File: src/rtl/imem_loader_pkg.sv
// Shared state encoding and constants for the instruction-memory loader.
// Macro IMEM_LOADER_CHECKSUM_EN adds the CHECK state to the encoding.
package imem_loader_pkg;

    localparam int BYTES_PER_WORD = 4;
    localparam int WORD_W         = 8 * BYTES_PER_WORD;
    localparam int BCNT_W         = $clog2(BYTES_PER_WORD);

`ifdef IMEM_LOADER_CHECKSUM_EN
    typedef enum logic [2:0] {
        IDLE  = 3'd0,
        RECV  = 3'd1,
        WRITE = 3'd2,
        CHECK = 3'd3,
        DONE  = 3'd4
    } state_t;
`else
    typedef enum logic [2:0] {
        IDLE  = 3'd0,
        RECV  = 3'd1,
        WRITE = 3'd2,
        DONE  = 3'd4
    } state_t;
`endif

    function automatic logic [7:0] csum_update(input logic [7:0] acc, input logic [7:0] data);
        return acc ^ data;
    endfunction

endpackage

File: src/rtl/imem_word_packer.sv
// Little-endian byte-to-word assembler: the first byte of a word lands in bits 7:0.
module imem_word_packer
    import imem_loader_pkg::*;
(
    input  logic              clock,
    input  logic              reset,
    input  logic              clear,
    input  logic              accept,
    input  logic [7:0]        byte_in,
    output logic [WORD_W-1:0] word_next,
    output logic [BCNT_W-1:0] byte_cnt
);

    logic [WORD_W-1:0] word_r;

    // Shifting right keeps the oldest byte at the bottom once the word is full.
    assign word_next = {byte_in, word_r[WORD_W-1:8]};

    // Shift register and byte counter; the counter wraps naturally after the last byte.
    always_ff @(posedge clock or posedge reset) begin
        if (reset) begin
            word_r   <= {WORD_W{1'b0}};
            byte_cnt <= {BCNT_W{1'b0}};
        end else if (clear) begin
            word_r   <= {WORD_W{1'b0}};
            byte_cnt <= {BCNT_W{1'b0}};
        end else if (accept) begin
            word_r   <= word_next;
            byte_cnt <= byte_cnt + BCNT_W'(1);
        end
    end

endmodule

File: src/rtl/imem_loader.sv
// Loads a byte stream into instruction memory while holding the core in reset.
// Macro IMEM_LOADER_CHECKSUM_EN adds a trailing XOR checksum byte and the err flag.
module imem_loader
    import imem_loader_pkg::*;
#(
    parameter int ADDR_W = 10
) (
    input  logic              clock,
    input  logic              reset,
    input  logic              start,
    input  logic [ADDR_W:0]   len_words,
    input  logic              s_valid,
    input  logic [7:0]        s_data,
    output logic              s_ready,
    output logic              mem_we,
    output logic [ADDR_W-1:0] mem_addr,
    output logic [31:0]       mem_wdata,
    output logic              core_reset,
    output logic              busy,
    output logic              done,
    output logic              err
);

    localparam int LEN_W = ADDR_W + 1;

    state_t            state_r;
    logic [LEN_W-1:0]  len_r;
    logic [LEN_W-1:0]  word_cnt_r;
    logic              loaded_r;
    logic              recv_accept_s;
    logic              last_byte_s;
    logic              pack_clear_s;
    logic [BCNT_W-1:0] byte_cnt_s;
    logic [WORD_W-1:0] word_next_s;

`ifdef IMEM_LOADER_CHECKSUM_EN
    logic [7:0] csum_r;
    logic       err_r;
    assign err = err_r;
`else
    assign err = 1'b0;
`endif

    assign recv_accept_s = (state_r == RECV) && s_valid && s_ready;
    assign last_byte_s   = recv_accept_s && (byte_cnt_s == BCNT_W'(BYTES_PER_WORD - 1));
    assign pack_clear_s  = (state_r == IDLE) && start;

    imem_word_packer u_packer (
        .clock     (clock),
        .reset     (reset),
        .clear     (pack_clear_s),
        .accept    (recv_accept_s),
        .byte_in   (s_data),
        .word_next (word_next_s),
        .byte_cnt  (byte_cnt_s)
    );

    // Load sequencer; every output is registered alongside the state it belongs to.
    always_ff @(posedge clock or posedge reset) begin
        if (reset) begin
            state_r    <= IDLE;
            len_r      <= {LEN_W{1'b0}};
            word_cnt_r <= {LEN_W{1'b0}};
            loaded_r   <= 1'b0;
            s_ready    <= 1'b0;
            mem_we     <= 1'b0;
            mem_addr   <= {ADDR_W{1'b0}};
            mem_wdata  <= 32'h0000_0000;
            core_reset <= 1'b1;
            busy       <= 1'b0;
            done       <= 1'b0;
`ifdef IMEM_LOADER_CHECKSUM_EN
            csum_r     <= 8'h00;
            err_r      <= 1'b0;
`endif
        end else begin
            case (state_r)
                IDLE: begin
                    if (start) begin
                        len_r      <= len_words;
                        word_cnt_r <= {LEN_W{1'b0}};
                        busy       <= 1'b1;
                        core_reset <= 1'b1;
`ifdef IMEM_LOADER_CHECKSUM_EN
                        csum_r     <= 8'h00;
                        err_r      <= 1'b0;
`endif
                        if (len_words == {LEN_W{1'b0}}) begin
                            state_r <= DONE;
                            done    <= 1'b1;
                        end else begin
                            state_r <= RECV;
                            s_ready <= 1'b1;
                        end
                    end
                end
                RECV: begin
`ifdef IMEM_LOADER_CHECKSUM_EN
                    if (recv_accept_s) begin
                        csum_r <= csum_update(csum_r, s_data);
                    end
`endif
                    // The completed word is captured from the packer's next value on its last byte.
                    if (last_byte_s) begin
                        state_r   <= WRITE;
                        s_ready   <= 1'b0;
                        mem_we    <= 1'b1;
                        mem_addr  <= word_cnt_r[ADDR_W-1:0];
                        mem_wdata <= word_next_s;
                    end
                end
                WRITE: begin
                    mem_we     <= 1'b0;
                    word_cnt_r <= word_cnt_r + LEN_W'(1);
                    if (word_cnt_r == len_r - LEN_W'(1)) begin
`ifdef IMEM_LOADER_CHECKSUM_EN
                        state_r <= CHECK;
                        s_ready <= 1'b1;
`else
                        state_r <= DONE;
                        done    <= 1'b1;
`endif
                    end else begin
                        state_r <= RECV;
                        s_ready <= 1'b1;
                    end
                end
`ifdef IMEM_LOADER_CHECKSUM_EN
                CHECK: begin
                    if (s_valid && s_ready) begin
                        err_r   <= (s_data != csum_r);
                        s_ready <= 1'b0;
                        state_r <= DONE;
                        done    <= 1'b1;
                    end
                end
`endif
                DONE: begin
                    done       <= 1'b0;
                    busy       <= 1'b0;
                    loaded_r   <= 1'b1;
                    core_reset <= 1'b0;
                    state_r    <= IDLE;
                end
                default: begin
                    state_r    <= IDLE;
                    s_ready    <= 1'b0;
                    mem_we     <= 1'b0;
                    done       <= 1'b0;
                    busy       <= 1'b0;
                    core_reset <= ~loaded_r;
                end
            endcase
        end
    end

endmodule

File: config.mk
export PLATFORM = sky130hd
export DESIGN_NAME = imem_loader
export DESIGN_NICKNAME = d
export VERILOG_FILES = /design/src/rtl/imem_loader_pkg.sv /design/src/rtl/imem_word_packer.sv /design/src/rtl/imem_loader.sv
export SDC_FILE = /design/constraint.sdc
export NUM_CORES = 1
export LEC_CHECK = 0
export BUFFER_PORTS_ARGS = -buffer_cell sky130_fd_sc_hd__clkbuf_2
export CAP_MARGIN = 25
export CELL_PAD_IN_SITES_DETAIL_PLACEMENT = 2
export CELL_PAD_IN_SITES_GLOBAL_PLACEMENT = 2
export CORE_AREA = 2 2 116 107
export DETAILED_ROUTE_END_ITERATION = 12
export DIE_AREA = 0 0 118 109
export GPL_TIMING_DRIVEN = 0
export PLACE_DENSITY_LB_ADDON = 0.15
export SLEW_MARGIN = 20
export SYNTH_ARGS = -nofsm -noshare
export SYNTH_HDL_FRONTEND = slang
export SYNTH_SLANG_ARGS = --single-unit
File: constraint.sdc
create_clock -name clock -period 5.1 [get_ports clock]
set_clock_uncertainty 0.05 [all_clocks]
set_input_delay 0.255 -clock clock [delete_from_list [all_inputs] [get_ports clock]]
set_output_delay 0.255 -clock clock [all_outputs]
set_load 0.005 [all_outputs]
# Word level (Yosys, flattened, before mapping)
# Index checks and enable logic that the tools add are counted.
[totals]
elab_cells = 75
register_bits = 107
output_inout_bits = 48
mem_bits_ro = 0
latch_bits = 0
n_memories = 0
input_bits = 23
mem_bits_rw = 0
[classes]
div = 0
n_eq_ne = 11
reduce_logical = 18
n_addsub = 3
n_mul = 0
mux = 25
order_cmp = 0
bitwise_logic = 5
n_shift = 0
[ops]
columns = ["cell", "count"]
rows = [
  ["$mux 32", 2],
  ["$pmux 11 s2", 1],
  ["$mux 3", 4],
  ["$reduce_and 2->1", 6],
  ["$add 11x1->11 const B", 1],
  ["$eq 11x11->1", 1],
  ["$logic_not 11->1", 1],
  ["$mux 11", 1],
  ["$sub 11x1->11 const B", 1],
  ["$ne 2x2->1 const B", 5],
  ["$mux 1", 9],
  ["$pmux 3 s3", 1],
  ["$pmux 1 s3", 2],
  ["$not 1->1", 5],
  ["$reduce_and 5->1", 1],
  ["$logic_and 1x1->1", 4],
  ["$mux 2", 2],
  ["$pmux 1 s2", 2],
  ["$pmux 1 s4", 1],
  ["$reduce_and 4->1", 1],
  ["$reduce_bool 2->1", 2],
  ["$reduce_or 2->1", 2],
  ["$eq 3x1->1 const B", 1],
  ["$eq 3x2->1 const B", 1],
  ["5 further kinds", 5],
]

# Logic depth before layout (Yosys ltp)
[depth]
depth_word = 6
mapped_depth = 8
mapped_depth_nobuf = 8

# Cells and area by module
# A second synthesis with hierarchy kept.
[unflattened]
hier_cells = 396
hier_area_um2 = 4585.6
[modules_own_cells]
columns = ["module", "cells_each", "area_per_inst_um2", "instances", "seq_area_each_um2"]
rows = [
  ["imem_loader", 302, 3428.3, 1, 1828.0],
  ["imem_word_packer", 94, 1157.4, 1, 650.6],
]

# Worst setup path after synthesis
# No wires, ideal clock.
[synth_timing]
path_kind = "register to register"
startpoint = "register len_r[0]"
endpoint = "register s_ready"
setup_ps = 122
path_stages_with_launch = 9
path_slack_ps = 2479
period_less_slack_ps = 2621
path_buffers = 0
t_required_ps = 4928
arrival_time_ps = 2449
cell_sequence = "dfrtp_1 inv_1 ha_1 or4b_4 or4b_1 a21o_1 a211oi_2 nand3_2 a32o_1"
[synth_via]
elab_chain_len = 4
[synth_rtl]
columns = ["element", "line_no", "source"]
rows = [
  ["start, declared", "imem_loader.sv:27", "logic [LEN_W-1:0] len_r;"],
  ["start signal, assigned", "imem_loader.sv:62", "len_r <= {LEN_W{1'b0}};"],
  ["start signal, assigned", "imem_loader.sv:80", "len_r <= len_words;"],
  ["$sub 11x1->11", "imem_loader.sv:115", "if (word_cnt_r == len_r - LEN_W'(1)) begin"],
  ["$eq 11x11->1", "imem_loader.sv:115", ""],
  ["$ne 2x2->1 (no line)", "-", ""],
  ["$reduce_and 5->1 (no line)", "-", ""],
  ["end signal, assigned", "imem_loader.sv:106", "s_ready <= 1'b0;"],
  ["end signal, assigned", "imem_loader.sv:125", "s_ready <= 1'b1;"],
  ["end signal, assigned", "imem_loader.sv:147", "s_ready <= 1'b0;"],
  ["end, declared", "imem_loader.sv:14", "output logic s_ready,"],
]
# Every way passes these cells.
# A chain may end at the register's enable or synchronous reset.

# Final worst setup path
[layout_timing]
startpoint = "register len_r[0]"
endpoint = "register state_r[0]"
[layout_via]
elab_chain_len = 4
[layout_rtl]
columns = ["element", "line_no", "source"]
rows = [
  ["$sub 11x1->11", "imem_loader.sv:115", ""],
  ["$eq 11x11->1", "imem_loader.sv:115", ""],
  ["$mux 3", "imem_loader.sv:115", ""],
  ["$pmux 3 s3", "imem_loader.sv:77", "case (state_r)"],
  ["end signal, assigned", "imem_loader.sv:89", "state_r <= DONE;"],
  ["end signal, assigned", "imem_loader.sv:120", "state_r <= DONE;"],
  ["end signal, assigned", "imem_loader.sv:124", "state_r <= RECV;"],
  ["end, declared", "imem_loader.sv:26", "state_t state_r;"],
]
# Every way passes these cells.

==> impl_results.md <==
* Number of max-cap violations at 0
* FF+latch count, synth at 99
* Final global-route overflow total at 0
* Crit path buffers/inverters at 1
* TritonCTS clock tree: built
* Number of placed cells counting well taps at 660
* Fin Setup TNS at 0 ns
* Number of synthesized flops with an enable pin at 0
* Routability cong. at 0.7826
* Area of the multi-input gates at 1747 sq um
* Deepest clock path buffer count at 2
* Final critical delay including setup and external delays at 2.945 ns
* Buffers on Ports at 69
* Top-area cell type share of the netlist area at 56.55%
* Leading area contributor after synthesis: dfrtp_1
* Ratio of routed vias to standard cells at 5.145
* Ranking of synthesized cells by area: dfrtp_1, nand2_1, mux2_2
* Endpoint of the worst-slack reg-to-reg timing path: state_r[0]
* Proportion of layout cells with a drive suffix above 1 at 24.95%
* Synthesized Nets at 456
* Crit path required time at 5.28 ns
* Transition at the pin with the smallest max-transition slack at 0.7393 ns
* Clock network latency to the later pin of the worst-skew pair at 0.35 ns
* Most frequent cells in the layout: nand2_1, dfrtp_1, clkbuf_2, mux2_2, nand3_1
* Antenna fix cells at 0
* Cell row count at 38
* Synthesized area at 4337 sq um
* Prevailing post-synth register cell: dfrtp_1
* Count of placed standard cells in the final layout, fillers left out at 677
* Area inside the core boundary at 11740 sq um
* Synth cell types at 49
* Clock slew at the register clock pins of the worst setup and hold paths at 0.07 ns
* Fill cell count at 1278
* H-tree level count at 3
* Maximum vdd drop at 0.2069 mV
* NumNets Final at 538
* Die span in y at 109 um
* Sink count of the clock tree at 99
* Ordered list of cells on the worst path: inv_1 -> ha_1 -> or4b_4 -> or4b_1 -> a21o_1 -> a211oi_2 -> nand3_2 -> a32o_1
* GRT Resource Usage Total at 20.41%
* Worst-path cell with the longest stage delay: or4b_1
* Final Hold Viols at 0
* Worst min-delay path endpoint: len_r[10]
* Post-CTS setup buffers at 0
* Via count of the first global-routing pass at 3766
* Share of async-settable or async-resettable flops after synthesis at 100.0%
* Type of the worst setup path: reg2reg
* First-pass detailed-route iteration total at 4
* Initial DRC count at 146
* Via total after detailed routing at 3483
* Worst Path Max Fanout at 5
* Area occupied by registers at 2479 sq um
* Number of standard cells after synthesis at 430
* Ports at 71
* Routed length per placed instance at 18.23 um
* Detailed Route WL at 12.34 mm
* Hold Crit Depth at 3
* Crit. End Element: flip-flop
* Total leakage power at 2.548 nW
* Sequential area share after synthesis at 57.16%
* Worst path max stage delay at 0.52 ns
* Warnings from Yosys at 0
* RSZ-0062 raised after global routing: no
* Total Die Area at 12860 sq um
* Slew Limit Headroom at 50.44%
* Highest clock rate at 339.6 MHz
* FF-to-FF path depth at 8
* Number of buffers created by CTS at 9
* Mean post-synth cell area at 10.09 sq um
* Register-to-register path setup slack at 2.15 ns
* Worst min-delay path class: in2reg
* Final critical-path share of the clock period at 57.75%
* Type of element launching the critical path: flip-flop
* Worst R2R Start: len_r[0]
* Antenna viol nets, final at 0
* Global-route wire length before repair at 20.31 mm
* Initial antenna violation count at 0
* Initial standard-cell utilization of the core at 36.93%
* Min-Delay Startpoint: len_words[10]
* Startpoint of the most critical setup path: len_r[0]
* Run status: finished clean
* Post-synthesis to final-layout area growth at 20.14%
* Max Transition Viols Final at 0
* CP top delay family: simple AND/OR/NAND/NOR gates
* DRC violations left at 0
* Power density relative to cell area at 547.4 nW/um^2
* Most common cell after layout, fill and taps aside: nand2_1
* CTS root buffer: clkbuf_16
* Endpoints failing setup at 0
* Die X-Extent at 118 um
* Data arrival at the endpoint of the critical path at 3.13 ns
* Largest net degree at the start of global routing at 68
* Half-perimeter wire length after detailed placement at 8.878 mm
final cells by class:
cell class,instances,area share [%]
flip-flops and latches,99,47.57
multi-input cells,301,33.53
repair buffers,71,7.349
clock buffers,11,4.659
well taps,160,3.842
plain buffers,23,1.729
clock inverters,5,0.7205
inverters,7,0.6004
sequential cells by signal (all words and copies together) (netlist names), 2 cells and up:
register,count
u_packer.byte_cnt,2
u_packer.word_r,24
len_r,11
word_cnt_r,11
mem_wdata,32
state_r,3
mem_addr,10
logic make-up (layout without fill, tap and decap cells):
family / Yosys count / after routing / share of synthesized area [%]
muxes: 33 / 33 / 8.540
buffers and inverters: 30 / 117 / 2.683
other: 1 / 1 / 0.08647
and+or+nand+nor: 194 / 194 / 19.85
DFF: 99 / 99 / 57.16
AOI/OAI and AO/OA: 58 / 58 / 8.396
xor gates and xnor gates: 12 / 12 / 2.424
adders and majority gates: 3 / 3 / 0.8656
tightest hold or removal path, delay by kind of cell:
kind          cells  cell delay [ns]
buf+inv           1             0.09
simple gates      2             0.08
worst max-delay path by stage:
stage               cells after the start           to
detailed placement                      8   state_r[0]
global placement                        2  mem_addr[4]
CTS                                     8   state_r[0]
global route                            8   state_r[0]
floorplan                               1         busy
finish                                  8   state_r[0]
timing repair:
action / CTS / global route
endpoints found under the setup margin: 0 / 0
hold buffers: 1 / 0
resized for setup: 0 / 0
hold endpoints to repair: 32 / 0
layer usage:
metal | track usage (%) | wire (um) | part of all wire (%)
met1 | 27.56 | 5832 | 47
met5 | 0 | 0 | 0
met2 | 34.34 | 5939 | 48
met4 | 6.196 | 136 | 1.1
met3 | 3.033 | 432 | 3.5
stage by stage:
| stage | setup WS, ns | power [mW] | util (%) | hold slack, ns | cell area, sq um |
|---|---|---|---|---|---|
| after floorplan | 2.206 | 1.813 | - | 0.3104 | 4337 |
| after global placement | 0.9606 | 2.133 | 41.57 | 0.3964 | 4882 |
| after detailed placement | 2.192 | 2.219 | 41.89 | 0.2076 | 4920 |
| after CTS | 2.143 | 2.892 | 44.36 | 0.06642 | 5210 |
| after global routing | 1.946 | 3.071 | 44.36 | 0.07959 | 5210 |
| final | 2.155 | 2.852 | 44.36 | 0.07053 | 5210 |
synth_stat cells, types with 3 or more instances:
cell type and instances:
o21ai_0 17, clkbuf_1 18, ha_1 3, o31ai_1 3
mux2_2 32, nor2_1 17, nand3_1 21, xnor2_1 9
nor3_1 5, buf_1 4, nor4_1 5, a21oi_1 19
dfrtp_1 98, nand2_1 123, inv_1 7, a21o_1 3
xor2_1 3, and3_1 4
power by group:
| group | leakage [nW] | switching, mW | internal [mW] | total, mW |
|---|---|---|---|---|
| clock network | 0.132 | 0.304 | 0.346 | 0.651 |
| logic | 1.12 | 0.494 | 0.406 | 0.900 |
| registers | 1.29 | 0.232 | 1.07 | 1.30 |
Power figures use the tool's default switching activity.
